===== src/rtl/imem_arbiter.sv =====
// Round-robin arbiter sharing the instruction memory read port between fetch and debug,
// with a MEM_LAT-deep response tracker that routes each returned word to its requester.
module imem_arbiter #(
   parameter int unsigned ADDR_W  = 64,
   parameter int unsigned DATA_W  = 32,
   parameter int unsigned MEM_LAT = 1
) (
   input  logic              clk,
   input  logic              resetn,
   input  logic              fetch_req,
   input  logic [ADDR_W-1:0] fetch_addr,
   output logic              fetch_gnt,
   output logic              fetch_rvalid,
   output logic              fetch_err,
   input  logic              dbg_req,
   input  logic [ADDR_W-1:0] dbg_addr,
   output logic              dbg_gnt,
   output logic              dbg_rvalid,
   output logic              dbg_err,
   output logic [DATA_W-1:0] rdata,
   output logic [ADDR_W-1:0] mem_addr,
   input  logic [DATA_W-1:0] mem_rdata
);

   typedef enum logic {OWN_FETCH = 1'b0, OWN_DBG = 1'b1} owner_e;

   typedef struct packed {
      logic   valid;
      owner_e owner;
      logic   misaligned;
   } resp_t;

   owner_e            last_owner_q, last_owner_d;
   logic [ADDR_W-1:0] mem_addr_q, mem_addr_d;
   logic [ADDR_W-1:0] sel_addr;
   logic              grant_fetch, grant_dbg, granted;
   resp_t             stage_in, pipe_out;
   resp_t             pipe_q [MEM_LAT];

   // State: arbitration history, held memory address and response shift register.
   always_ff @(posedge clk or posedge resetn) begin
      if (resetn) begin
         last_owner_q <= OWN_DBG;
         mem_addr_q   <= '0;
         for (int unsigned i = 0; i < MEM_LAT; i++) pipe_q[i] <= '0;
      end else begin
         last_owner_q <= last_owner_d;
         mem_addr_q   <= mem_addr_d;
         pipe_q[0]    <= stage_in;
         for (int unsigned i = 1; i < MEM_LAT; i++) pipe_q[i] <= pipe_q[i-1];
      end
   end

   // Zero-latency grant; on a tie the requester not granted last wins.
   always_comb begin
      grant_fetch  = 1'b0;
      grant_dbg    = 1'b0;
      last_owner_d = last_owner_q;
      if (!resetn) begin
         if (fetch_req && dbg_req) begin
            grant_fetch = (last_owner_q == OWN_DBG);
            grant_dbg   = (last_owner_q == OWN_FETCH);
         end else begin
            grant_fetch = fetch_req;
            grant_dbg   = dbg_req;
         end
         if (grant_fetch)    last_owner_d = OWN_FETCH;
         else if (grant_dbg) last_owner_d = OWN_DBG;
      end
      granted    = grant_fetch || grant_dbg;
      sel_addr   = grant_dbg ? dbg_addr : fetch_addr;
      mem_addr_d = granted ? {sel_addr[ADDR_W-1:2], 2'b00} : mem_addr_q;
      stage_in.valid      = granted;
      stage_in.owner      = grant_dbg ? OWN_DBG : OWN_FETCH;
      stage_in.misaligned = granted && (sel_addr[1:0] != 2'b00);
   end

   assign pipe_out     = pipe_q[MEM_LAT-1];
   assign fetch_gnt    = grant_fetch;
   assign dbg_gnt      = grant_dbg;
   assign mem_addr     = resetn ? '0 : mem_addr_d;
   assign fetch_rvalid = pipe_out.valid && (pipe_out.owner == OWN_FETCH);
   assign dbg_rvalid   = pipe_out.valid && (pipe_out.owner == OWN_DBG);
   assign fetch_err    = fetch_rvalid && pipe_out.misaligned;
   assign dbg_err      = dbg_rvalid && pipe_out.misaligned;
   // Misaligned reads return zero instead of the memory word.
   assign rdata        = (pipe_out.valid && !pipe_out.misaligned) ? mem_rdata : '0;

endmodule


===== config.mk =====
export PLATFORM = sky130hd
export DESIGN_NAME = imem_arbiter
export DESIGN_NICKNAME = d
export VERILOG_FILES = /design/src/rtl/imem_arbiter.sv
export SDC_FILE = /design/constraint.sdc
export NUM_CORES = 1
export LEC_CHECK = 0
export CAP_MARGIN = 10
export CELL_PAD_IN_SITES_DETAIL_PLACEMENT = 0
export CELL_PAD_IN_SITES_GLOBAL_PLACEMENT = 2
export CORE_ASPECT_RATIO = 1.4
export CORE_UTILIZATION = 22
export DETAILED_ROUTE_END_ITERATION = 8
export HOLD_SLACK_MARGIN = 0.05
export PLACE_DENSITY = 0.79
export SKIP_CTS_REPAIR_TIMING = 1
export SLEW_MARGIN = 10
export SYNTH_ARGS = -nofsm -noshare
export SYNTH_HDL_FRONTEND = slang
export SYNTH_SLANG_ARGS = --single-unit

===== constraint.sdc =====
create_clock -name clk -period 1.8 [get_ports clk]
set_input_delay 0.36 -clock clk [delete_from_list [all_inputs] [get_ports clk]]
set_output_delay 0.36 -clock clk [all_outputs]
set_load 0.02 [all_outputs]

==> results.py, run 1 <==
metrics = {
    "run_status": {
        "status": "finished with violations",
        "violations": "negative setup slack",
    },
    "critical_path": {
        "cp_slowest_stage_delay_ns": 0.60,
        "cpMaxStageDelayCell": "dfstp_2",
        "path_delay_family": "buffers and inverters",
        "cp.arrival_ns": 2.00,
        "worstReg2RegStart": "last_owner_q",
        "endpoint_kind": "output port",
        "worstPathMaxFanout": 15,
        "crit_type": "reg2out",
        "startpoint_type": "flip-flop",
        "crit_buf_inv": 4,
        "required_ns": 1.44,
        "path_cells": "inv_8, buf_4, a2111oi_2, buf_4, nor4_4, buf_2",
        "cp_common_cell": "buf_4",
        "cp-startpoint": "last_owner_q",
    },
    "global_route": {
        "grt_pass1_wl_mm": 33.7,
        "grt_pass1_vias": 5890,
        "antenna_found_initial": 0,
        "grt_usage_pct": 17.4,
        "grt_max_degree": 54,
        "overflow": 0,
    },
    "drt": {
        "drtAntennaViolNets": 0,
        "viasPerCell": 4.74,
        "wire_per_inst_um": 19.4,
        "drt_iter0_drc": 222,
        "drt_drc_violations_left": 0,
        "drt_wl_total_mm": 23.6,
        "dr.pass1.iters": 4,
        "num_vias": 5756,
    },
    "die": {
        "core_area_mm2": 0.0241,
        "start_util_pct": 22.6,
        "std_cell_rows": 67,
        "dieArea_mm2": 0.0254,
        "ioPinCount": 266,
        "die_h_um": 188,
        "die_w_um": 135,
    },
    "logic_synthesis": {
        "ys_types": 31,
        "ys_ff_latch": 68,
        "synth_mux_area_share_pct": 0,
        "synth_compound_area_share_pct": 21.4,
        "syn_area_mm2": 0.00544,
        "syn-num-nets": 658,
        "ys.flop_type": "dfrtp_1",
        "avgSynthCellArea_um2": 11.0,
        "synth_edf_count": 0,
        "ys_seq_area_share_pct": 31.3,
        "yosysWarnings": 0,
        "async_flop_share_pct": 100,
        "synth_fa_ha_area_share_pct": 0,
        "synth_top_family_by_area": "simple AND/OR/NAND/NOR gates",
        "synth_simple_gate_area_share_pct": 39.7,
        "syn_inst": 494,
        "synthXorXnorAreaFrac_pct": 0,
    },
    "clocking": {
        "htreeDepth": 3,
        "clock_sinks": 68,
        "cts_buffer_depth": 2,
        "cts_tree": "done",
        "cts_root_buffer": "clkbuf_16",
        "clk_latency_ns": 0.34,
        "clkTransAtPathRegs_ns": 0.06,
        "cts_made_buffers": 9,
    },
    "layout": {
        "synthToLayoutAreaGrowth_pct": 102,
        "drive_above_1_share_pct": 51.0,
        "mostFrequentLayoutCell": "buf_4",
        "fin_nets": 1064,
        "final_cell_mix": "buf_4 (209), clkdlybuf4s50_1 (160), dfrtp_1 (67)",
        "design_area_mm2": 0.0110,
        "fill_cells": 2254,
        "antenna_cells": 0,
    },
    "power_and_ir_drop": {
        "peakVddDrop_mv": 0.444,
        "p_leak_nw": 4.38,
        "powerDensity_mw_per_mm2": 598,
    },
    "placement": {
        "numPortBuffers": 265,
        "gp_congestion": 0.772,
        "placed_area_mm2": 0.0101,
        "place.detailed.hpwl_mm": 16.2,
    },
    "timing": {
        "clock-skew-final_ns": 0.00674,
        "hold_violations": 0,
        "rsz0062_at_grt": "true",
        "slew-limit-headroom_pct": 69.1,
        "period_share_pct": 131,
        "fmax_mhz": 424,
        "setup_ws_ns": -0.561,
        "finalSetupTns_ns": -32.05,
        "setup_viol": 87,
        "tightest_slew_ns": 0.463,
        "slew_viol_final": 0,
        "min_period_ns": 2.36,
    },
    "worst_hold_path": {
        "hold_path_class": "in2async",
    },
    "run": {
        "max_cap_viol_count": 0,
    },
}
sequential cells by signal, indices dropped and copies added (netlist names):
| name | cells |
|---|---|
| pipe_out | 3 |
| last_owner_q | 1 |
| mem_addr_q | 64 |
logic make-up after synthesis:
| family | count (synthesis) |
|---|---|
| buf+inv | 67 |
| simple gates | 292 |
| compound gates | 67 |
| flops | 68 |
metrics by stage:
stage          hold slack [ns]  cells  total power, mW  utilization [%]  worst slack (ns)
3_3_place_gp             0.475   1165             4.67             42.2             -1.05
2_1_floorplan            0.456    494             3.27                -            -0.147
3_5_place_dp             0.485   1165             4.69             42.2             -1.07
5_1_grt                  0.206   1215             6.87             45.5            -0.645
4_1_cts                  0.320   1181             6.47             43.3             -1.08
6_report                 0.200   1215             6.56             45.5            -0.561
cells in the mapped netlist (2+ instances only):
library cell  count  share of area, %
a2111oi_0         3              0.48
a2111oi_2        43                12
a2111oi_4        16               8.1
and2_1           34               3.9
and3_1            3              0.35
and4b_1          57                10
and4b_2           4              0.83
buf_1             2              0.14
buf_2            16               1.5
buf_4             7              0.97
buf_6            14               2.9
clkbuf_1         15               1.0
clkbuf_2          8              0.74
dfrtp_1          67                31
inv_2             3              0.21
nor2_1           63               4.3
nor2b_1           4              0.46
nor3_1           62               5.7
nor4_1           11               1.3
nor4_2           51                12
layout make-up:
| cell class | count | area (um^2) | area share (%) |
|---|---|---|---|
| clock buffers | 15 | 278 | 2.54 |
| clock inverters | 1 | 5.00 | 0.0457 |
| inverters | 4 | 40.0 | 0.365 |
| multi-input cells | 359 | 4160 | 38.0 |
| flip-flops and latches | 68 | 1700 | 15.5 |
| well taps | 310 | 388 | 3.54 |
| repair buffers | 458 | 4380 | 40.0 |
where the power goes:
group	switching, mW	internal [mW]
sequential	0.0642	1.75
combinational	1.48	1.53
clock	0.696	1.05
final timing paths:
| check | end | slack, ns | cells after the start |
|---|---|---|---|
| max | mem_addr[12] | -0.56 | 6 |
| min | mem_addr_q[55] | 0.20 | 4 |
| max reg2reg | mem_addr_q[48] | 0.10 | 6 |
| min reg2reg | mem_addr_q[0] | 0.50 | 1 |
| max in group asynchronous | last_owner_q | 1.12 | 6 |
| min in group clk | mem_addr_q[0] | 0.50 | 1 |
metal layers:
metal,track usage (%),vias to the layer above,share of wire (%)
li1,-,2785,-
met2,30.5,114,53
met5,0,-,0
met4,5.66,0,1.3
met1,21.6,2841,42
met3,2.16,16,3.0
tightest hold or removal path: cells and delay by family:
family,cells,cell delay (ns)
buf+inv,4,0.51
Power figures use the tool's default switching activity.
==> run 2, diff against run 1 <==
--- a/config.mk
+++ b/config.mk
@@ -6,13 +6,11 @@
 export NUM_CORES = 1
 export LEC_CHECK = 0
 export CAP_MARGIN = 10
-export CELL_PAD_IN_SITES_DETAIL_PLACEMENT = 0
-export CELL_PAD_IN_SITES_GLOBAL_PLACEMENT = 2
 export CORE_ASPECT_RATIO = 1.4
-export CORE_UTILIZATION = 22
+export CORE_UTILIZATION = 38
 export DETAILED_ROUTE_END_ITERATION = 8
 export HOLD_SLACK_MARGIN = 0.05
-export PLACE_DENSITY = 0.79
+export PLACE_DENSITY = 0.8
 export SKIP_CTS_REPAIR_TIMING = 1
 export SLEW_MARGIN = 10
 export SYNTH_ARGS = -nofsm -noshare
==> run 2 against run 1 <==
Against the previous run:
- the run still ends with negative setup slack left
- total power is 4.0% higher
- final area is 3.0% lower
- clock skew is 0.0020 ns lower
- utilization is 31 points higher
- cell count is 12% lower
==> results.py, run 2 (same netlist as run 1, synthesis figures left out) <==
metrics = {
    "clocking": {
        "clkTransAtPathRegs_ns": 0.06,
        "cts_tree": "done",
        "cts_made_buffers": 9,
        "htreeDepth": 3,
        "cts_root_buffer": "clkbuf_16",
        "clk_latency_ns": 0.32,
        "clock_sinks": 68,
        "cts_buffer_depth": 2,
    },
    "drt": {
        "dr.pass1.iters": 4,
        "drt_wl_total_mm": 22.6,
        "drt_iter0_drc": 220,
        "drt_drc_violations_left": 0,
        "viasPerCell": 5.67,
        "wire_per_inst_um": 21.2,
        "drtAntennaViolNets": 0,
        "num_vias": 6041,
    },
    "run_status": {
        "status": "finished with violations",
        "violations": "negative setup slack",
    },
    "critical_path": {
        "reg2reg_depth": 6,
        "crit_type": "reg2out",
        "cp_slowest_stage_delay_ns": 0.61,
        "required_ns": 1.44,
        "cp-startpoint": "last_owner_q",
        "worstReg2RegStart": "last_owner_q",
        "worstPathMaxFanout": 32,
        "endpoint_kind": "output port",
        "crit_path_end": "mem_addr[25]",
        "r2r_end": "mem_addr_q[19]",
        "path_cells": "nand2_4, buf_12, and4b_1, nor4_4, dlymetal6s2s_1",
        "r2r_setup_slack_ns": -0.02,
        "cp.arrival_ns": 2.06,
        "cpMaxStageDelayCell": "dfstp_2",
        "startpoint_type": "flip-flop",
    },
    "timing": {
        "hold_violations": 0,
        "period_share_pct": 134,
        "rsz0062_at_grt": "true",
        "setup_ws_ns": -0.617,
        "clock-skew-final_ns": 0.00479,
        "min_period_ns": 2.42,
        "setup_viol": 80,
        "slew_viol_final": 0,
        "slew-limit-headroom_pct": 66.0,
        "tightest_slew_ns": 0.509,
        "fmax_mhz": 414,
    },
    "global_route": {
        "overflow": 0,
        "grt_pass1_vias": 6270,
        "grt_usage_pct": 27.9,
        "antenna_found_initial": 1,
        "grt_max_degree": 56,
        "grt_pass1_wl_mm": 31.7,
    },
    "layout": {
        "mostFrequentLayoutCell": "buf_4",
        "drive_above_1_share_pct": 46.2,
        "final_cell_mix": "buf_4 (163), clkdlybuf4s50_1 (160), dfrtp_1 (67)",
        "design_area_mm2": 0.0106,
        "largest-register": "mem_addr_q",
        "post-route-util_pct": 76.4,
        "synthToLayoutAreaGrowth_pct": 95.6,
        "fill_cells": 878,
        "fin_nets": 1038,
        "largest_reg_flops": 64,
    },
    "die": {
        "start_util_pct": 39.1,
        "ioPinCount": 266,
        "dieArea_mm2": 0.0148,
        "die_w_um": 103,
        "core_area_mm2": 0.0139,
        "die_h_um": 144,
        "std_cell_rows": 51,
    },
    "placement": {
        "place.detailed.hpwl_mm": 15.8,
        "placed_area_mm2": 0.00972,
        "gp_congestion": 0.893,
        "numPortBuffers": 265,
    },
    "run": {
        "max_cap_viol_count": 0,
    },
    "power_and_ir_drop": {
        "p_leak_nw": 4.48,
        "powerDensity_mw_per_mm2": 642,
        "peakVddDrop_mv": 0.520,
    },
    "worst_hold_path": {
        "hold_path_class": "in2async",
    },
}
## run 2: worst min path at each step
| stage | startpoint | end |
|---|---|---|
| after CTS | resetn | mem_addr_q[28] |
| after global placement | mem_addr_q[1] | mem_addr_q[1] |
| after global routing | resetn | mem_addr_q[28] |
| final | resetn | mem_addr_q[28] |
| after detailed placement | mem_addr_q[1] | mem_addr_q[1] |
| after floorplan | mem_addr_q[0] | mem_addr_q[0] |
## run 2: routing by layer
layer  up-vias  wire (um)  part of all wire, %  global-route usage, %
met5         -          0                    0                      0
met2       231      12000                   53                   51.1
li1       2736          -                    -                      -
met3        77       1070                  4.8                   5.45
met4         0       1130                  5.0                   13.2
met1      2997       8370                   37                   30.1
## run 2: through the flow
stage | instances | TNS (ns) | hold WS, ns | worst slack, ns | power (mW)
after floorplan | 494 | -2.48 | 0.456 | -0.147 | 3.27
after global placement | 1020 | -73.97 | 0.480 | -1.04 | 4.50
after detailed placement | 1020 | -83.23 | 0.495 | -1.10 | 4.60
after CTS | 1036 | -82.74 | 0.223 | -1.16 | 6.70
after global routing | 1064 | -38.12 | 0.242 | -0.666 | 7.09
final | 1066 | -33.04 | 0.233 | -0.617 | 6.82
## run 2: layout make-up
class	count	area (um^2)	area share, %
well taps	185	231	2.18
multi-input cells	359	4260	40.0
flip-flops and latches	68	1700	16.0
repair buffers	432	4050	38.1
diodes	2	5.00	0.0471
inverters	4	32.5	0.306
clock buffers	12	256	2.41
clock inverters	4	95.1	0.894
## run 2: critical path: cells and delay by family, from the launching register on
family                 cells  cell delay [ns]
buffers and inverters      2             0.44
DFF                        1             0.61
and+or+nand+nor            3             0.66
## run 2: power breakdown
group          switching (mW)  internal, mW
sequential             0.0754          1.75
clock                   0.663          1.43
combinational            1.49          1.41
==> run 3, diff against run 2 <==
--- a/config.mk
+++ b/config.mk
@@ -8,6 +8,7 @@
 export CAP_MARGIN = 10
 export CORE_ASPECT_RATIO = 1.4
 export CORE_UTILIZATION = 38
+export CTS_CLUSTER_SIZE = 30
 export DETAILED_ROUTE_END_ITERATION = 8
 export HOLD_SLACK_MARGIN = 0.05
 export PLACE_DENSITY = 0.8
==> results of run 3 <==
The final DEF is identical to that of run 2; final timing and power are the same.
